## config.mk

```make
export PLATFORM = sky130hd
export DESIGN_NAME = cpu_memory_stage_flat
export DESIGN_NICKNAME = d
export VERILOG_FILES = /design/src/rtl/cpu_memory_stage_if.sv /design/src/rtl/cpu_memory_stage.sv /design/src/flat_wrapper.sv
export SDC_FILE = /design/constraint.sdc
export NUM_CORES = 1
export LEC_CHECK = 0
export ABC_AREA = 1
export BUFFER_PORTS_ARGS = -buffer_cell sky130_fd_sc_hd__buf_2
export CORE_MARGIN = 4
export CORE_UTILIZATION = 59
export CTS_BUF_LIST = sky130_fd_sc_hd__clkbuf_4 sky130_fd_sc_hd__clkbuf_8
export CTS_CLUSTER_SIZE = 40
export DETAILED_ROUTE_END_ITERATION = 10
export HOLD_SLACK_MARGIN = 0.08
export PLACE_DENSITY_LB_ADDON = 0.25
export SYNTH_ARGS = -nofsm -noshare
export SYNTH_HDL_FRONTEND = slang
export SYNTH_SLANG_ARGS = --single-unit
export TNS_END_PERCENT = 100
```

## constraint.sdc

```tcl
create_clock -name i_clock -period 2.9 [get_ports i_clock]
set_input_delay 0 -clock i_clock [delete_from_list [all_inputs] [get_ports i_clock]]
set_output_delay 0 -clock i_clock [all_outputs]
set_load 0.01 [all_outputs]
```

## src/rtl/cpu_memory_stage_if.sv

```systemverilog
// Data bus between the memory stage (master) and the memory system (slave).
// Signal names are taken from the stage's point of view.
interface cpu_memory_stage_if;
  logic        o_bus_request;
  logic        o_bus_rw;
  logic        o_bus_flush;
  logic [31:0] o_bus_address;
  logic [31:0] o_bus_wdata;
  logic [3:0]  o_bus_wmask;
  logic [31:0] i_bus_rdata;
  logic        i_bus_ready;

  modport master (
    output o_bus_request, o_bus_rw, o_bus_flush, o_bus_address, o_bus_wdata, o_bus_wmask,
    input  i_bus_rdata, i_bus_ready
  );

  modport slave (
    input  o_bus_request, o_bus_rw, o_bus_flush, o_bus_address, o_bus_wdata, o_bus_wmask,
    output i_bus_rdata, i_bus_ready
  );
endinterface

```

## src/rtl/cpu_memory_stage.sv

```systemverilog
// Memory pipeline stage: passes ALU results to writeback, runs loads,
// stores and flushes on a single-outstanding data bus, stalls execute.
module cpu_memory_stage #(
  parameter int TIMEOUT = 1023
) (
  input  logic        i_clock,
  input  logic        i_reset,
  input  logic        i_strobe,
  input  logic [4:0]  i_inst_rd,
  input  logic [31:0] i_rd,
  input  logic        i_mem_read,
  input  logic        i_mem_write,
  input  logic        i_mem_flush,
  input  logic [1:0]  i_mem_width,
  input  logic        i_mem_signed,
  input  logic [31:0] i_mem_address,
  input  logic [4:0]  i_mem_inst_rd,
  output logic        o_busy,
  cpu_memory_stage_if.master bus,
  output logic        o_wb_strobe,
  output logic [4:0]  o_wb_inst_rd,
  output logic [31:0] o_wb_rd,
  output logic        o_fault
);

  typedef enum logic [1:0] {S_IDLE, S_READ, S_WRITE, S_FLUSH} state_t;

  state_t      r_state,       w_state;
  logic        r_last_strobe, w_last_strobe;
  logic        r_op_strobe,   w_op_strobe;
  logic [1:0]  r_addr_lo,     w_addr_lo;
  logic [1:0]  r_width,       w_width;
  logic        r_signed,      w_signed;
  logic [4:0]  r_ld_rd,       w_ld_rd;
  logic [31:0] r_timer,       w_timer;
  logic        r_req,         w_req;
  logic        r_rw,          w_rw;
  logic        r_flush,       w_flush;
  logic [31:0] r_bus_addr,    w_bus_addr;
  logic [31:0] r_wdata,       w_wdata;
  logic [3:0]  r_wmask,       w_wmask;
  logic        r_wb_strobe,   w_wb_strobe;
  logic [4:0]  r_wb_inst_rd,  w_wb_inst_rd;
  logic [31:0] r_wb_rd,       w_wb_rd;
  logic        r_fault,       w_fault;

  logic        w_new_op;
  logic        w_mem_op;
  logic        w_misalign;
  logic [31:0] w_st_data;
  logic [3:0]  w_st_mask;
  logic [7:0]  w_ld_byte;
  logic [15:0] w_ld_half;
  logic [31:0] w_ld_val;
  logic        w_timeout;

  assign w_new_op = (r_state == S_IDLE) && (i_strobe != r_last_strobe);
  assign w_mem_op = i_mem_read || i_mem_write || i_mem_flush;
  // Busy is forced low during reset so execute sees a quiet stage.
  assign o_busy   = !i_reset && ((r_state != S_IDLE) || (w_new_op && w_mem_op));

  // Flushes ignore width; only data accesses can be misaligned.
  assign w_misalign = !i_mem_flush &&
                      ((i_mem_width == 2'd1 && i_mem_address[0]) ||
                       (i_mem_width == 2'd2 && i_mem_address[1:0] != 2'b00) ||
                       (i_mem_width == 2'd3));

  // Store data is replicated across lanes; the mask picks the live lane(s).
  always_comb begin
    w_st_data = i_rd;
    w_st_mask = 4'b1111;
    case (i_mem_width)
      2'd0: begin
        w_st_data = {4{i_rd[7:0]}};
        w_st_mask = 4'b0001 << i_mem_address[1:0];
      end
      2'd1: begin
        w_st_data = {2{i_rd[15:0]}};
        w_st_mask = i_mem_address[1] ? 4'b1100 : 4'b0011;
      end
      default: ;
    endcase
  end

  // Pick the addressed byte/half from the read word and extend it.
  always_comb begin
    w_ld_byte = bus.i_bus_rdata[{r_addr_lo, 3'b000} +: 8];
    w_ld_half = bus.i_bus_rdata[{r_addr_lo[1], 4'b0000} +: 16];
    case (r_width)
      2'd0:    w_ld_val = {{24{r_signed & w_ld_byte[7]}}, w_ld_byte};
      2'd1:    w_ld_val = {{16{r_signed & w_ld_half[15]}}, w_ld_half};
      default: w_ld_val = bus.i_bus_rdata;
    endcase
  end

  assign w_timeout = (TIMEOUT != 0) && (r_timer == 32'(TIMEOUT - 1));

  // Next-state and output logic; every register holds unless changed below.
  always_comb begin
    w_state       = r_state;
    w_last_strobe = r_last_strobe;
    w_op_strobe   = r_op_strobe;
    w_addr_lo     = r_addr_lo;
    w_width       = r_width;
    w_signed      = r_signed;
    w_ld_rd       = r_ld_rd;
    w_timer       = r_timer;
    w_req         = r_req;
    w_rw          = r_rw;
    w_flush       = r_flush;
    w_bus_addr    = r_bus_addr;
    w_wdata       = r_wdata;
    w_wmask       = r_wmask;
    w_wb_strobe   = r_wb_strobe;
    w_wb_inst_rd  = r_wb_inst_rd;
    w_wb_rd       = r_wb_rd;
    w_fault       = r_fault;
    case (r_state)
      S_IDLE: begin
        if (w_new_op) begin
          if (!w_mem_op) begin
            w_wb_rd       = i_rd;
            w_wb_inst_rd  = i_inst_rd;
            w_wb_strobe   = !r_wb_strobe;
            w_last_strobe = i_strobe;
          end else if (w_misalign) begin
            w_fault       = 1'b1;
            w_last_strobe = i_strobe;
          end else begin
            w_op_strobe = i_strobe;
            w_addr_lo   = i_mem_address[1:0];
            w_width     = i_mem_width;
            w_signed    = i_mem_signed;
            w_ld_rd     = i_mem_inst_rd;
            w_timer     = 32'd0;
            w_req       = 1'b1;
            w_bus_addr  = {i_mem_address[31:2], 2'b00};
            w_wdata     = w_st_data;
            w_wmask     = w_st_mask;
            if (i_mem_flush) begin
              w_state = S_FLUSH;
              w_rw    = 1'b0;
              w_flush = 1'b1;
            end else if (i_mem_write) begin
              w_state = S_WRITE;
              w_rw    = 1'b1;
              w_flush = 1'b0;
            end else begin
              w_state = S_READ;
              w_rw    = 1'b0;
              w_flush = 1'b0;
            end
          end
        end
      end
      default: begin
        if (bus.i_bus_ready) begin
          w_state       = S_IDLE;
          w_req         = 1'b0;
          w_last_strobe = r_op_strobe;
          if (r_state == S_READ) begin
            w_wb_rd      = w_ld_val;
            w_wb_inst_rd = r_ld_rd;
            w_wb_strobe  = !r_wb_strobe;
          end
        end else if (w_timeout) begin
          // Abandon the access; the op is consumed without writeback.
          w_state       = S_IDLE;
          w_req         = 1'b0;
          w_fault       = 1'b1;
          w_last_strobe = r_op_strobe;
        end else begin
          w_timer = r_timer + 32'd1;
        end
      end
    endcase
  end

  // State and output registers with synchronous reset.
  always_ff @(posedge i_clock) begin
    if (i_reset) begin
      r_state       <= S_IDLE;
      r_last_strobe <= 1'b0;
      r_op_strobe   <= 1'b0;
      r_addr_lo     <= 2'd0;
      r_width       <= 2'd0;
      r_signed      <= 1'b0;
      r_ld_rd       <= 5'd0;
      r_timer       <= 32'd0;
      r_req         <= 1'b0;
      r_rw          <= 1'b0;
      r_flush       <= 1'b0;
      r_bus_addr    <= 32'd0;
      r_wdata       <= 32'd0;
      r_wmask       <= 4'd0;
      r_wb_strobe   <= 1'b0;
      r_wb_inst_rd  <= 5'd0;
      r_wb_rd       <= 32'd0;
      r_fault       <= 1'b0;
    end else begin
      r_state       <= w_state;
      r_last_strobe <= w_last_strobe;
      r_op_strobe   <= w_op_strobe;
      r_addr_lo     <= w_addr_lo;
      r_width       <= w_width;
      r_signed      <= w_signed;
      r_ld_rd       <= w_ld_rd;
      r_timer       <= w_timer;
      r_req         <= w_req;
      r_rw          <= w_rw;
      r_flush       <= w_flush;
      r_bus_addr    <= w_bus_addr;
      r_wdata       <= w_wdata;
      r_wmask       <= w_wmask;
      r_wb_strobe   <= w_wb_strobe;
      r_wb_inst_rd  <= w_wb_inst_rd;
      r_wb_rd       <= w_wb_rd;
      r_fault       <= w_fault;
    end
  end

  assign bus.o_bus_request = r_req;
  assign bus.o_bus_rw      = r_rw;
  assign bus.o_bus_flush   = r_flush;
  assign bus.o_bus_address = r_bus_addr;
  assign bus.o_bus_wdata   = r_wdata;
  assign bus.o_bus_wmask   = r_wmask;
  assign o_wb_strobe       = r_wb_strobe;
  assign o_wb_inst_rd      = r_wb_inst_rd;
  assign o_wb_rd           = r_wb_rd;
  assign o_fault           = r_fault;

endmodule

```

## src/flat_wrapper.sv

```systemverilog
// flat-port wrapper written by rule: the top's interface ports become plain ports
module cpu_memory_stage_flat 
#(
  parameter int TIMEOUT = 1023
)
  (i_clock, i_reset, i_strobe, i_inst_rd, i_rd, i_mem_read, i_mem_write, i_mem_flush, i_mem_width, i_mem_signed, i_mem_address, i_mem_inst_rd, o_busy, o_wb_strobe, o_wb_inst_rd, o_wb_rd, o_fault, bus_o_bus_request, bus_o_bus_rw, bus_o_bus_flush, bus_o_bus_address, bus_o_bus_wdata, bus_o_bus_wmask, bus_i_bus_rdata, bus_i_bus_ready);
  cpu_memory_stage_if bus_i ();
  input  logic i_clock;
  input  logic i_reset;
  input  logic i_strobe;
  input  logic [4:0] i_inst_rd;
  input  logic [31:0] i_rd;
  input  logic i_mem_read;
  input  logic i_mem_write;
  input  logic i_mem_flush;
  input  logic [1:0] i_mem_width;
  input  logic i_mem_signed;
  input  logic [31:0] i_mem_address;
  input  logic [4:0] i_mem_inst_rd;
  output logic o_busy;
  output logic o_wb_strobe;
  output logic [4:0] o_wb_inst_rd;
  output logic [31:0] o_wb_rd;
  output logic o_fault;
  output wire logic [$bits(bus_i.o_bus_request)-1:0] bus_o_bus_request;
  output wire logic [$bits(bus_i.o_bus_rw)-1:0] bus_o_bus_rw;
  output wire logic [$bits(bus_i.o_bus_flush)-1:0] bus_o_bus_flush;
  output wire logic [$bits(bus_i.o_bus_address)-1:0] bus_o_bus_address;
  output wire logic [$bits(bus_i.o_bus_wdata)-1:0] bus_o_bus_wdata;
  output wire logic [$bits(bus_i.o_bus_wmask)-1:0] bus_o_bus_wmask;
  input wire logic [$bits(bus_i.i_bus_rdata)-1:0] bus_i_bus_rdata;
  input wire logic [$bits(bus_i.i_bus_ready)-1:0] bus_i_bus_ready;
  assign bus_o_bus_request = bus_i.o_bus_request;
  assign bus_o_bus_rw = bus_i.o_bus_rw;
  assign bus_o_bus_flush = bus_i.o_bus_flush;
  assign bus_o_bus_address = bus_i.o_bus_address;
  assign bus_o_bus_wdata = bus_i.o_bus_wdata;
  assign bus_o_bus_wmask = bus_i.o_bus_wmask;
  assign bus_i.i_bus_rdata = bus_i_bus_rdata;
  assign bus_i.i_bus_ready = bus_i_bus_ready;
  cpu_memory_stage #(.TIMEOUT(TIMEOUT)) u_core (.i_clock(i_clock), .i_reset(i_reset), .i_strobe(i_strobe), .i_inst_rd(i_inst_rd), .i_rd(i_rd), .i_mem_read(i_mem_read), .i_mem_write(i_mem_write), .i_mem_flush(i_mem_flush), .i_mem_width(i_mem_width), .i_mem_signed(i_mem_signed), .i_mem_address(i_mem_address), .i_mem_inst_rd(i_mem_inst_rd), .o_busy(o_busy), .bus(bus_i), .o_wb_strobe(o_wb_strobe), .o_wb_inst_rd(o_wb_inst_rd), .o_wb_rd(o_wb_rd), .o_fault(o_fault));
endmodule
```

=== Yosys cells after proc, flatten, opt, wreduce, memory -nomap -nowiden ===
Index checks and enable logic that the tools add are counted.

* Logic and storage cells: 123
* Output and inout bits: 111
* Flip-flop bits (word level): 154

* Shifts and indexed selects: 3
* Bitwise gates (word level): 3
* Mux-type cells: 54
* Equality and inequality tests: 15
* $add $sub $neg: 1
* Reductions and logical operators: 29

{| class="wikitable"
|+ Operators by type and width
! kind !! number
|-
| 32-bit 2-to-1 mux || 11
|-
| 32-bit case mux with 2 select lines || 2
|-
| 32-bit by 1-bit adder with 32-bit output, second input constant || 1
|-
| 32-bit by 10-bit == test with 1-bit output, second input constant || 1
|-
| 32-bit by 6-bit variable part select with 16-bit output || 1
|-
| 32-bit by 6-bit variable part select with 8-bit output || 1
|-
| 1-bit 2-to-1 mux || 26
|-
| 5-bit 2-to-1 mux || 5
|-
| 2-bit 2-to-1 mux || 8
|-
| 4-bit AND reduction || 3
|-
| 5-bit AND reduction || 2
|-
| 2-bit nonzero test || 5
|-
| 2-bit by 1-bit != test with 1-bit output, second input constant || 4
|-
| 4-bit case mux with 2 select lines || 1
|-
| 2-bit by 1-bit == test with 1-bit output, second input constant || 3
|-
| 1-bit logical AND || 6
|-
| 2-bit zero test || 3
|-
| 2-bit != test, second input constant || 3
|-
| 1-bit logical OR || 5
|-
| 2-bit == test, second input constant || 2
|-
| 4-bit 2-to-1 mux || 1
|-
| 1-bit by 2-bit << shifter with 4-bit output, first input constant || 1
|-
| 1-bit zero test || 3
|-
| 3-bit != test, second input constant || 1
|-
| 5 further kinds || 6
|}

=== Longest topological paths before layout ===
Gate-level depths: netlist of the first run.

* Word-level depth: 9
* Mapped depth: 12

=== Worst setup path before layout of the first run ===
Ideal clock, no wire load.

* Kind: reg2reg
* From: reg u_core.r_timer[0]
* To: reg u_core.r_timer[26]
* Slack: 1263 ps
* Stages on the path, launching flop included: 12
* Data arrival time: 1566 ps
* Library setup time: 70 ps
* Buffers on the path: 0
* Required time: 2830 ps
* Path through: dfxtp_1 ha_1 nand3_1 inv_1 nand2_1 nor2_1 nand2_1 nand2_1 nand2_1 nor2_1 nand2_1 a21oi_1

* Cells in the longest elaborated chain, start to end: 4

{| class="wikitable"
|+ Ends and longest elaborated chain
! element !! RTL line !! text
|-
| start, declared || cpu_memory_stage.sv:35 || <nowiki>logic [31:0] r_timer, w_timer;</nowiki>
|-
| start signal, assigned || cpu_memory_stage.sv:208 || <nowiki>r_timer <= w_timer;</nowiki>
|-
| 32-bit by 1-bit adder with 32-bit output || cpu_memory_stage.sv:173 || <nowiki>w_timer = r_timer + 32'd1;</nowiki>
|-
| 32-bit 2-to-1 mux || cpu_memory_stage.sv:166 || <nowiki>end else if (w_timeout) begin</nowiki>
|-
| 32-bit 2-to-1 mux || cpu_memory_stage.sv:157 || <nowiki>if (bus.i_bus_ready) begin</nowiki>
|-
| 32-bit 2-to-1 mux || cpu_memory_stage.sv:118 || <nowiki>case (r_state)</nowiki>
|}

Several ways; a longest one is shown, not always the timed one. The select of a mux whose other input is x is not followed.
A chain may end at the register's enable or synchronous reset.

=== Worst setup path in the final report of the first run ===
* From: reg u_core.r_width[0]
* To: reg u_core.r_wb_rd[2] (netlist: u_core.o_wb_rd[2])

* Cells in the longest elaborated chain, start to end: 5

{| class="wikitable"
|+ Ends and longest elaborated chain
! element !! RTL line !! text
|-
| start, declared || cpu_memory_stage.sv:32 || <nowiki>logic [1:0] r_width, w_width;</nowiki>
|-
| start signal, assigned || cpu_memory_stage.sv:205 || <nowiki>r_width <= w_width;</nowiki>
|-
| 2-bit by 1-bit == test with 1-bit output / 2-bit zero test (equally long branches) || cpu_memory_stage.sv:89 || <nowiki>case (r_width)</nowiki>
|-
| 32-bit case mux with 2 select lines (*) || cpu_memory_stage.sv:89 ||
|-
| 32-bit 2-to-1 mux (*) || cpu_memory_stage.sv:161 || <nowiki>if (r_state == S_READ) begin</nowiki>
|-
| 32-bit 2-to-1 mux (*) || cpu_memory_stage.sv:157 ||
|-
| 32-bit 2-to-1 mux (*) || cpu_memory_stage.sv:118 ||
|-
| end signal, assigned || cpu_memory_stage.sv:217 || <nowiki>r_wb_rd <= w_wb_rd;</nowiki>
|-
| end, declared || cpu_memory_stage.sv:44 || <nowiki>logic [31:0] r_wb_rd, w_wb_rd;</nowiki>
|}

Every way passes the cells marked *; elsewhere a longest branch is shown, timed or not. The select of a mux whose other input is x is not followed.

==> metrics, run 1 <==
final hold violation count=0; Worst slew margin=~22%; register area share after synthesis=a little under two fifths; nets@finish=between 1500 and 2000; clock-pin slew on the worst setup and hold paths=approximately 0.090 ns; Post-DP HPWL=approximately 19 mm; Synth Instances=roughly 1300; H-tree depth=4; Initial Util=60.5%; setup tns final=0 ns; # fillers=between 900 and 1000; CTS tree=built; Clock Skew=0.0175 ns; core area=about 13000 sq um; Buffers on Ports=~220; Hold Path Cell Cnt=5; clk buf depth=2; initial DRC count=about 1100; R2R depth=8; Final Total Pwr=around 6.4 mW; antenna violations before repair=0; Max Fclk=between 300 and 400 MHz; vias in the first global route=slightly below 10000; drc violations=0; endpoint type of the worst setup path=flop; RR Startpoint=u_core.r_width[0]; Die Wd=around 130 um; leakage=4.74 nW; first-pass iteration count of the detailed router=7; Layout area overhead=32.9%; Hold Crit Endpoint=u_core.o_wb_rd[0]; CTS Sinks=between 150 and 200; hold wc startpoint=bus_i_bus_rdata[0]; Clk Latency, worst-skew pair=between 0.4 and 0.5 ns; RD Place Congestion=0.998; Worst-Margin Slew=around 1.2 ns; CTS Buf Count=17; WL/cell=~18 um; RSZ-0062 raised after global routing=no; fraction of layout cells with a size suffix above 1=a little under a fifth; post-layout min period=between 2 and 3 ns; Avg Cell Area, Syn=between 6 and 7 sq um; I/O Pins=roughly 230; Vias=between 10000 and 15000; largest net degree at the start of global routing=107; # diodes=0; dominant synthesized flop cell=dfxtp_1; CTS Root Cell=clkbuf_8; crit-path max FO=11; Post-synth ARST share=0%; worst setup path startpoint=u_core.r_width[0]; pwr dens=599 nW/um^2; Startpoint Class=flop; Yosys reg bits=154; synthesized area=8080 sq um; Critical Path AT=between 3 and 4 ns; area post-placement=9120 sq um; Tcrit/Tclk final=a little under 100%; standard-cell rows=42; Crit path required time=~3.3 ns; Hold Path Class=in2reg; first-pass GRT wire length=approximately 49 mm; post-route cell area=10700 sq um; Distinct cells, synth=30; Ys Warns=0; Slew Limit Fails=0; max cap viols=0; Detail Route Antenna Nets=0; Final Core Density=between 80% and 90%; Post-synth EDFFs=0; die height=about 130 um; Post-Route WL=between 30 and 40 mm; FF-to-FF End=u_core.o_wb_rd[2]; gr usage total=between 30% and 40%; final setup vio count=0; Max VDD drop=425 uV; status=complete, no violations; grt total ovfl=0; vias per inst=between 5 and 6; slack of the worst reg-to-reg path=around 0.098 ns; Die ar.=15600 sq um; WS Path Type=reg2reg
==> area by class of cell <==
type / instances / area (sq um) / share of cell area (%)
multi-input combinational: 953 / 4340 / 40.4
sequential: 154 / 3080 / 28.7
timing repair buffer: 357 / 2420 / 22.6
inverter: 72 / 270 / 2.52
clock buffer: 18 / 248 / 2.31
tap: 176 / 220 / 2.05
clock inverter: 14 / 153 / 1.42
==> cell families (layout without fill, tap and decap cells) <==
kind of cell	Yosys count	count (layout)	synth area share, %
other cells	1	2	0.0464
fa+ha+maj	2	2	0.310
flops	154	154	38.2
buf+inv	154	461	8.30
simple gates	659	659	33.8
xor+xnor	11	11	1.19
compound gates	279	279	18.1
==> report_power, final <==
group | internal [mW] | leakage (nW) | switching [mW]
Clock | 0.735 | 0.194 | 0.948
Sequential | 2.38 | 1.26 | 0.177
Combinational | 0.773 | 3.29 | 1.41
Total | 3.89 | 4.74 | 2.54
==> layout by cell type (no fill, tap or decap), types with 3 or more instances in the layout <==
| cell | synthesis | layout |
|---|---|---|
| xor2_1 | 6 | 6 |
| o21ai_0 | 54 | 54 |
| clkbuf_8 | 0 | 18 |
| inv_6 | 0 | 5 |
| nand2_1 | 410 | 408 |
| dlygate4sd3_1 | 0 | 120 |
| buf_2 | 26 | 223 |
| nor2_2 | 7 | 7 |
| nand2_2 | 1 | 3 |
| nand3_1 | 119 | 119 |
| inv_2 | 6 | 6 |
| nand4_1 | 11 | 11 |
| inv_1 | 65 | 65 |
| xnor2_1 | 5 | 5 |
| clkinvlp_4 | 0 | 3 |
| a21oi_1 | 196 | 195 |
| o211ai_1 | 24 | 24 |
| buf_4 | 4 | 14 |
| dfxtp_1 | 154 | 154 |
| nor2_1 | 104 | 104 |
==> how the worst max path moves through the flow <==
stage | to | slack (ns) | cells after the start
after floorplan | u_core.r_timer[26] | 1.26 | 11
after global placement | u_core.o_wb_rd[21] | 0.76 | 8
after detailed placement | u_core.r_timer[25] | 0.70 | 9
after CTS | u_core.o_wb_rd[2] | 0.07 | 8
after global routing | u_core.o_wb_rd[2] | 0.02 | 8
final | u_core.o_wb_rd[2] | 0.1 | 8
==> metal layers <==
metal  vias up  part of all wire (%)  GRT usage (%)
met3       164                   9.8           8.61
li1       4718                     -              -
met4         0                   6.4           22.6
met1      4585                    36           44.7
met5         -                     0              0
met2       703                    48           62.6
==> timing repair <==
item,CTS,global route
endpoints found under the setup margin,0,25
hold endpoints to repair,119,0
buffers inserted,0,1
hold buffers,120,0
gates resized for setup,0,2
==> worst max-delay path, cell delays in order, from the launching register on <==
cell	delay (ns)
dfxtp_1	0.62
inv_1	0.20
a21oi_2	0.38
nand2_1	0.11
nand3_1	0.09
dlygate4sd3_1	0.55
o211ai_1	0.08
dlygate4sd3_1	0.60
a21oi_1	0.11
==> cell usage after synthesis, types with 2 or more instances <==
master      n  share of area (%)
inv_1      65                3.0
nor2_2      7               0.54
xor2_1      6               0.65
buf_4       4               0.37
nand3_1   119                7.4
a21oi_1   196                 12
nor2_1    104                4.8
nor2_4      2               0.28
nand2_1   410                 19
buf_6       6               0.84
xnor2_1     5               0.54
o21ai_1     2               0.12
clkbuf_1   42                2.0
nand4_1    11               0.85
o21ai_0    54                3.3
ha_1        2               0.31
o211ai_1   24                2.2
nand3_4     2               0.43
dfxtp_1   154                 38
o21a_1      2               0.19
inv_2       6               0.28
buf_2      26                1.6
buf_1       4               0.19
==> per-stage QoR <==
stage | hold slack, ns | setup WS (ns) | cells
after global routing | 0.124 | 0.0189 | 1744
after global placement | 0.238 | 0.764 | 1591
after CTS | 0.0915 | 0.0712 | 1743
after detailed placement | 0.236 | 0.703 | 1591
final | 0.120 | 0.0980 | 1744
after floorplan | 0.165 | 1.26 | 1261
==> sequential cells by signal, summed over array words and instances (netlist names), 2 cells and up <==
register                  count
u_core.bus.o_bus_address     30
u_core.bus.o_bus_wdata       32
u_core.bus.o_bus_wmask        4
u_core.o_wb_inst_rd           5
u_core.o_wb_rd               32
u_core.r_addr_lo              2
u_core.r_ld_rd                5
u_core.r_state                2
u_core.r_timer               32
u_core.r_width                2
Power figures use the tool's default switching activity.
==> inputs of run 2 (changes only) <==
CELL_PAD_IN_SITES_DETAIL_PLACEMENT = 1   (was default)
CELL_PAD_IN_SITES_GLOBAL_PLACEMENT = 2   (was default)
CORE_UTILIZATION = 30   (was 59)
==> metrics, run 2 (synthesis gave the netlist of run 1 again) <==
Cell Chain, Critical Path=clkinv_1 -> nand4_1 -> nand2_1 -> nand2_2 -> nand2_1 -> o211ai_1 -> a21oi_1 -> dlygate4sd3_1; Slew Limit Fails=0 (unchanged); Clock Skew=0.0275 ns (+0.0101 ns); final setup vio count=0 (unchanged); clk buf depth=2 (unchanged); Tcrit/Tclk final=89.5% (-7.1 points); CTS Buf Count=17 (unchanged); Max stage delay on crit path=0.57 ns (-0.05 ns); Max VDD drop=302 uV (-29%); vias in the first global route=9929 (+1.4%); final hold violation count=0 (unchanged); Die Wd=172 um (+38%); Worst slew margin=40.1% (+19 points); core area=26300 sq um (+97%); area of the multi-input gates=4340 sq um (about the same); die height=172 um (+38%); Die ar.=29600 sq um (+90%); Hold Path Cell Cnt=6 (+1); final worst slack=0.304 ns (+0.206 ns); R2R depth=8 (unchanged); WL/cell=18.0 um (+1.5%); Post-Route WL=34.6 mm (+12%); Initial Util=30.7% (-30 points); post-layout min period=2.60 ns (-0.206 ns); post-route cell area=11100 sq um (+3.3%); nets@finish=1684 (+0.66%); endpoint type of the worst setup path=flop; status=complete, no violations; Buffers on Ports=224 (unchanged); leakage=4.82 nW (+1.6%); crit-path max FO=24 (+13); first-pass GRT wire length=54.2 mm (+12%); max cap viols=0 (unchanged); Vias=9558 (-6.0%); CTS Root Cell=clkbuf_8; non-filler cells, final=1918 (+10%); gr usage total=23.2% (-15 points); initial DRC count=503 (-54%); area post-placement=9370 sq um (+2.8%); Worst-Margin Slew=0.899 ns (-0.277 ns); Post-DP HPWL=24.0 mm (+27%); pre-CTS WS=0.641 ns (-0.0622 ns); postcts setup bufs=0 (unchanged); H-tree depth=4 (unchanged); Worst path depth=8 (unchanged); Max Fclk=385 MHz (+7.9%); most common cell after layout, fill and taps aside=nand2_1; dpl cells=1755 (+10%); CP delay by family, top=buffers and inverters; Final Core Density=42.2% (-38 points); Detail Route Antenna Nets=0 (unchanged); Startpoint Class=flop; clock-pin slew on the worst setup and hold paths=0.10 ns (about the same); Top cell by count, worst path=nand2_1; Hold Path Class=in2reg; standard-cell rows=59 (+40%); fraction of layout cells with a size suffix above 1=18.7% (+0.060 points); Critical Path AT=2.94 ns (-0.26 ns); CTS tree=built; first-pass iteration count of the detailed router=5 (-2); WS Path Type=reg2reg; largest net degree at the start of global routing=81 (-24%); commonest cells after routing, fill and taps aside=nand2_1, buf_2, a21oi_1; CTS Sinks=154 (unchanged); RD Place Congestion=0.879 (-12%); RSZ-0062 raised after global routing=no; pwr dens=588 nW/um^2 (-1.8%); setup tns final=0 ns (unchanged); Layout area overhead=37.2%; antenna violations before repair=2 (+2); sequential cell area=3080 sq um (unchanged); Crit path required time=3.24 ns (-0.06 ns); I/O Pins=227 (unchanged); Clk Latency, worst-skew pair=0.48 ns (about the same); grt total ovfl=0 (unchanged); drc violations=0 (unchanged); slowest stage cell, crit path=dlygate4sd3_1; vias per inst=4.98 (-15%); Bufs and invs on worst path=2 (-1); # fillers=3477 (+280%)
-- run 2: path summary, 6_finish.rpt --
check	startpoint	end	slack, ns
setup reg to reg	u_core.r_width[1]	u_core.o_wb_rd[10]	0.30
hold / removal	bus_i_bus_ready	u_core.r_last_strobe	0.11
hold reg to reg	u_core.r_ld_rd[1]	u_core.r_ld_rd[1]	0.46
setup / recovery	u_core.r_width[1]	u_core.o_wb_rd[10]	0.30
-- run 2: area by class of cell --
class	instances	area share [%]
Antenna cell	4	0.0903
Clock buffer	17	2.11
Clock inverter	15	1.74
Multi-Input combinational cell	953	39.1
Inverter	72	2.46
Sequential cell	154	27.8
Timing Repair Buffer	368	22.9
Tap cell	335	3.78
-- run 2: through the flow --
stage | total power [mW] | hold WS (ns)
floorplan | 3.84 | 0.165
global placement | 4.56 | 0.276
detailed placement | 4.58 | 0.281
CTS | 6.58 | 0.0865
global route | 6.93 | 0.139
finish | 6.52 | 0.108
-- run 2: routing by layer --
layer  GRT usage [%]  wire, um  up-vias
met1            28.6     15000     4573
met5               0         0        -
met2            39.9     16900      211
li1                -         -     4727
met4            6.77       854        0
met3            5.88      1870       47
-- run 2: what timing repair did --
item / 4_1_cts / 5_1_grt
hold buffers: 127 / 0
hold endpoints to repair: 138 / 0
resized for setup: 0 / 3
endpoints found under the setup margin: 0 / 24
-- run 2: worst min-delay path: cells and delay by family --
family / cells / cell delay (ns)
buffers and inverters: 1 / 0.10
and+or+nand+nor: 5 / 0.42
-- run 2: report_power, final --
group	internal, mW	total (mW)	switching (mW)
sequential	2.38	2.55	0.166
clock	0.673	1.76	1.09
combinational	0.801	2.21	1.41
